$ cat config.mk
export PLATFORM = sky130hd
export DESIGN_NAME = lfsr_seq_ctrl
export DESIGN_NICKNAME = d
export VERILOG_FILES = /design/src/rtl/lfsr_pkg.sv /design/src/rtl/lfsr_next.sv /design/src/rtl/lfsr_seq_ctrl.sv
export SDC_FILE = /design/constraint.sdc
export NUM_CORES = 1
export LEC_CHECK = 0
export CORE_UTILIZATION = 50
export CTS_CLUSTER_SIZE = 24
export DETAILED_ROUTE_END_ITERATION = 6
export PLACE_DENSITY = 0.81
export SLEW_MARGIN = 5
export SYNTH_ARGS = -nofsm -noshare
export SYNTH_HDL_FRONTEND = slang
export SYNTH_SLANG_ARGS = --single-unit
export TNS_END_PERCENT = 1
$ cat constraint.sdc
create_clock -name clk -period 12 [get_ports clk]
set_clock_uncertainty 0.1 [all_clocks]
set_input_delay 1.2 -clock clk [delete_from_list [all_inputs] [get_ports clk]]
set_output_delay 1.2 -clock clk [all_outputs]
set_load 0.005 [all_outputs]
$ cat src/rtl/lfsr_pkg.sv
// lfsr_pkg: command/state encodings and reset defaults for the LFSR sequencer
package lfsr_pkg;
  typedef enum logic [1:0] {LOAD_TAP = 2'b00, LOAD_SEED = 2'b01, RUN = 2'b10, RSVD = 2'b11} cmd_op_e;
  typedef enum logic [2:0] {S_INIT_TAP, S_INIT_SEED, S_IDLE, S_WR_TAP, S_WR_SEED, S_RUN, S_FIN} state_e;
  localparam logic [31:0] DEFAULT_TAP = 32'h8020_0003;
  localparam logic [31:0] DEFAULT_SEED = 32'h0000_0001;
endpackage

$ cat src/rtl/lfsr_next.sv
// lfsr_next: one Fibonacci shift-left step of the LFSR
module lfsr_next #(
  parameter int WIDTH = 32
) (
  input  logic [WIDTH-1:0] st,
  input  logic [WIDTH-1:0] tap,
  output logic [WIDTH-1:0] nxt
);
  assign nxt = {st[WIDTH-2:0], ^(st & tap)};
endmodule

$ cat src/rtl/lfsr_seq_ctrl.sv
// lfsr_seq_ctrl: command sequencer keeping the LFSR register file in step with shadow tap/state
module lfsr_seq_ctrl #(
  parameter int WIDTH = 32,
  parameter int CNT_W = 16,
  parameter logic [WIDTH-1:0] DEFAULT_TAP = lfsr_pkg::DEFAULT_TAP,
  parameter logic [WIDTH-1:0] DEFAULT_SEED = lfsr_pkg::DEFAULT_SEED
) (
  input  logic             clk,
  input  logic             reset,
  input  logic             cmd_valid,
  output logic             cmd_ready,
  input  logic [1:0]       cmd_op,
  input  logic [WIDTH-1:0] cmd_data,
  input  logic             abort,
  output logic             wr_e,
  output logic             wr_tap,
  output logic             data_src_lfs,
  output logic [WIDTH-1:0] wd,
  output logic             addr_valid,
  output logic [WIDTH-1:0] addr,
  output logic             done,
  output logic             err
);
  import lfsr_pkg::*;
  state_e state;
  cmd_op_e op;
  logic [WIDTH-1:0] tap_q, st_q, nxt;
  logic [CNT_W-1:0] cnt, n;
  logic acc;
  assign op = cmd_op_e'(cmd_op);
  assign n = cmd_data[CNT_W-1:0];
  assign acc = cmd_valid && cmd_ready;
  lfsr_next #(.WIDTH(WIDTH)) u_next (.st(st_q), .tap(tap_q), .nxt(nxt));
  // Outputs are registered on the edge entering a state, so a step is visible in the cycle it belongs to
  always_ff @(posedge clk or posedge reset) begin
    if (reset) begin
      state <= S_INIT_TAP;
      tap_q <= DEFAULT_TAP;
      st_q <= DEFAULT_SEED;
      cnt <= '0;
      cmd_ready <= 1'b0;
      wr_e <= 1'b0;
      wr_tap <= 1'b0;
      data_src_lfs <= 1'b0;
      wd <= '0;
      addr_valid <= 1'b0;
      addr <= '0;
      done <= 1'b0;
      err <= 1'b0;
    end else begin
      wr_e <= 1'b0;
      addr_valid <= 1'b0;
      done <= 1'b0;
      err <= 1'b0;
      case (state)
        S_INIT_TAP: begin
          state <= S_INIT_SEED;
          wr_e <= 1'b1;
          wr_tap <= 1'b1;
          data_src_lfs <= 1'b0;
          wd <= DEFAULT_TAP;
        end
        S_INIT_SEED: begin
          state <= S_IDLE;
          wr_e <= 1'b1;
          wr_tap <= 1'b0;
          data_src_lfs <= 1'b0;
          wd <= DEFAULT_SEED;
        end
        S_IDLE: begin
          cmd_ready <= 1'b1;
          if (acc) begin
            case (op)
              LOAD_TAP: begin
                tap_q <= cmd_data;
                state <= S_WR_TAP;
                cmd_ready <= 1'b0;
                wr_e <= 1'b1;
                wr_tap <= 1'b1;
                data_src_lfs <= 1'b0;
                wd <= cmd_data;
              end
              LOAD_SEED: begin
                st_q <= cmd_data;
                state <= S_WR_SEED;
                cmd_ready <= 1'b0;
                wr_e <= 1'b1;
                wr_tap <= 1'b0;
                data_src_lfs <= 1'b0;
                wd <= cmd_data;
              end
              RUN: begin
                if (st_q == '0) begin
                  err <= 1'b1;
                end else if (n == '0) begin
                  state <= S_FIN;
                  cmd_ready <= 1'b0;
                  done <= 1'b1;
                end else begin
                  state <= S_RUN;
                  cmd_ready <= 1'b0;
                  cnt <= n - 1'b1;
                  st_q <= nxt;
                  wr_e <= 1'b1;
                  wr_tap <= 1'b0;
                  data_src_lfs <= 1'b1;
                  wd <= nxt;
                  addr_valid <= 1'b1;
                  addr <= nxt;
                end
              end
              default: err <= 1'b1;
            endcase
          end
        end
        S_WR_TAP, S_WR_SEED, S_FIN: begin
          state <= S_IDLE;
          cmd_ready <= 1'b1;
        end
        S_RUN: begin
          if (abort || cnt == '0) begin
            state <= S_FIN;
            done <= 1'b1;
          end else begin
            cnt <= cnt - 1'b1;
            st_q <= nxt;
            wr_e <= 1'b1;
            wr_tap <= 1'b0;
            data_src_lfs <= 1'b1;
            wd <= nxt;
            addr_valid <= 1'b1;
            addr <= nxt;
          end
        end
        default: state <= S_INIT_TAP;
      endcase
    end
  end
endmodule

==> load_flow_metrics.sql <==
INSERT INTO impl_metrics (metric_group, metric, value, unit) VALUES
('outcome', 'status', 'completed', ''),
('place', 'port_buffers', '108', ''),
('critical_path', 'crit_path_start_kind', 'input port', ''),
('cts', 'worst_setup_hold_path_clk_slew', '60', 'ps'),
('synth', 'synthTopCellsByArea', 'dfrtp_1 48%, nand2_1 7.2%, mux2_2 5.8%', ''),
('cells_and_area', 'layoutNonFillerInstCount', '1091', ''),
('synth', 'netlist_area', '0.00775', 'sq mm'),
('global_routing', 'groute.usage.overall', '26.0', '%'),
('critical_path', 'timing.critical_path.required', '12200', 'ps'),
('critical_path', 'cp_max_fo', '44', ''),
('cells_and_area', 'finish.utilization', '62.5', '%'),
('routing', 'detail_route.first_pass.iterations', '7', ''),
('synth', 'synth.net_count', '848', ''),
('cts', 'cts_htree_levels', '4', ''),
('cts', 'post_cts_buffers', '0', ''),
('cts', 'postCtsResizedCells', '0', ''),
('synth', 'synth_cells', '805', ''),
('cts', 'clock-root-buffer', 'clkbuf_16', ''),
('routing', 'wirelength', '19.8', 'mm'),
('floorplanning', 'pin_count', '109', ''),
('critical_path', 'cp_num_buf_inv', '5', ''),
('cells_and_area', 'layout.area.seq', '0.00386', 'sq mm'),
('synth', 'yosysTopAreaCellShare', '48.1', '%'),
('sta', 'setup_viols_final', '0', ''),
('critical_path', 'worstPathCellList', 'clkdlybuf4s50_1 > inv_1 > ha_1 > inv_1 > o21ai_2 > buf_4 > o21a_1 > nand2_2 > inv_2 > o21ai_0 > a22o_1', ''),
('synth', 'async_reset_ff_share', '100', '%'),
('sta', 'tightest_slew', '1200', 'ps'),
('routing', 'detail_route.wl_per_cell', '18.1', 'um'),
('cells_and_area', 'synth_to_final_area_change', '22.2', '%'),
('critical_path', 'criticalPathCategory', 'input port to register', ''),
('cells_and_area', 'fillerInstances', '1239', ''),
('cells_and_area', 'num_antenna_cells', '0', ''),
('floorplanning', 'std_cell_rows', '45', ''),
('synth', 'synth_edf_count', '0', ''),
('cts', 'tritoncts', 'yes', ''),
('power', 'fin_total_pwr', '2.85', 'mW'),
('power', 'power_per_cell_area', '301', 'mW/mm^2'),
('routing', 'drt-vias-per-instance', '5.80', ''),
('global_routing', 'global_route_wire_length_before_repair', '32.4', 'mm'),
('global_routing', 'antenna_found_initial', '0', ''),
('flow_run', 'cap_viol_max_count', '0', ''),
('floorplanning', 'fp.coreArea', '0.0151', 'sq mm'),
('critical_path', 'timing.critical_path.arrival', '4390', 'ps'),
('cells_and_area', 'most-common-layout-cells', '149 x dfrtp_1, 148 x nand2_1, 108 x clkdlybuf4s50_1', ''),
('sta', 'final_critical_path_setup_slack', '7810', 'ps'),
('cts', 'hold_buf_cts', '0', ''),
('critical_path', 'cell_with_the_largest_stage_delay_on_the_worst_path', 'inv_2', ''),
('power', 'peakVddDrop', '186', 'uV'),
('critical_path', 'worst_path_largest_cell_delay', '570', 'ps'),
('synth', 'synthFlopType', 'dfrtp_1', ''),
('sta', 'final-max-slew-violation-count', '0', ''),
('synth', 'mean_cell_area_of_the_mapped_netlist', '9.62', 'sq um'),
('cts', 'clock-sinks', '154', ''),
('cells_and_area', 'area_of_the_multi_input_gates', '0.00359', 'sq mm'),
('critical_path', 'cpMostUsedCell', 'inv_1', ''),
('routing', 'ant_nets', '0', ''),
('synth', 'cell_type_contributing_the_most_total_cell_area_after_synthesis', 'dfrtp_1', ''),
('cells_and_area', 'layout_net_count', '933', ''),
('floorplanning', 'design.die.area', '0.0160', 'sq mm'),
('sta', 'fmax', '239', 'MHz'),
('synth', 'ys_warn_count', '0', ''),
('cts', 'tritoncts.num_buffers', '17', ''),
('global_routing', 'pin_count_of_the_biggest_net_entering_global_routing', '92', ''),
('place', 'dp_worst_setup_slack', '7420', 'ps'),
('floorplanning', 'fp.dieW', '126', 'um'),
('floorplanning', 'effective_utilization_at_floorplan', '51.2', '%'),
('routing', 'remaining_drc_errors', '0', ''),
('global_routing', 'number_of_global_route_vias_before_repair', '6242', ''),
('power', 'total_leakage_power', '4.12', 'nW'),
('synth', 'synth_cell_type_count', '55', ''),
('synth', 'synth-seq-cells', '154', '');
-- routing by layer --
layer  vias up  share of wire [%]  track usage (%)
met5         -                  0                0
met3        22                5.5             6.07
met2       215                 49             42.8
met1      3112                 44             34.2
li1       2974                  -                -
met4         0                1.5             7.65
-- flip-flops by register name, summed over array words and instances (netlist names) --
signal / cells
addr: 32
st_q: 32
tap_q: 32
wd: 32
cnt: 16
state: 3
addr_valid: 1
cmd_ready: 1
data_src_lfs: 1
done: 1
err: 1
wr_e: 1
wr_tap: 1
-- stage by stage --
| stage | hold WS [ps] | cell area (sq um) |
|---|---|---|
| CTS | 389 | 9470 |
| finish | 381 | 9470 |
| floorplan | 364 | 7750 |
| global placement | 360 | 8870 |
| detailed placement | 368 | 8870 |
| global route | 405 | 9470 |
-- tightest hold or removal path, stage by stage, from the launching register on --
cell	delay, ps
dfrtp_1	340
nand2_1	50
nand2_1	60
-- Yosys cell counts (4+ instances only) --
library cell	count
ha_1	5
dfstp_2	5
mux2i_1	41
nor4_1	13
nand3_1	4
inv_1	7
dfrtp_1	149
buf_1	4
clkbuf_1	26
xor2_1	11
buf_2	9
o21ai_0	28
o22ai_1	4
or3_1	4
nor2_1	88
a21oi_1	78
a211oi_1	4
mux2_2	40
xnor2_1	25
a22oi_1	32
nor3_1	16
buf_6	11
nand2_1	149
a31oi_1	8
-- logic make-up after synthesis --
| group | after synthesis | synth area share, % |
|---|---|---|
| AO/OA/AOI/OAI | 177 | 13.8 |
| XOR/XNOR | 36 | 4.07 |
| adder cells (fa/ha/maj) | 5 | 0.807 |
| buffers and inverters | 59 | 4.12 |
| flip-flops | 154 | 49.8 |
| multiplexers | 82 | 11.3 |
| AND/OR/NAND/NOR | 292 | 16.2 |
-- power breakdown --
part           total, mW  internal [mW]  switching, mW
sequential          1.03          0.785          0.243
clock              0.541          0.321          0.220
combinational       1.28          0.632          0.646
total               2.85           1.74           1.11
-- layout make-up --
cell class / count / share of cell area, %
clock inverters: 11 / 1.43
multi-input cells: 592 / 38.0
flip-flops and latches: 154 / 40.8
repair buffers: 117 / 12.1
clock buffers: 21 / 4.86
inverters: 8 / 0.370
well taps: 188 / 2.48
-- path summary, 6_finish.rpt --
kind	start	endpoint	cells past startpoint
worst max register to register	state[1]	st_q[11]	6
max in group asynchronous	reset	state[2]	3
worst max-delay path	cmd_op[0]	cnt[10]	11
min in group asynchronous	reset	addr[14]	2
worst min-delay path	addr[16]	addr[16]	2
worst min register to register	addr[16]	addr[16]	2
(Power assumes the default switching activity.)
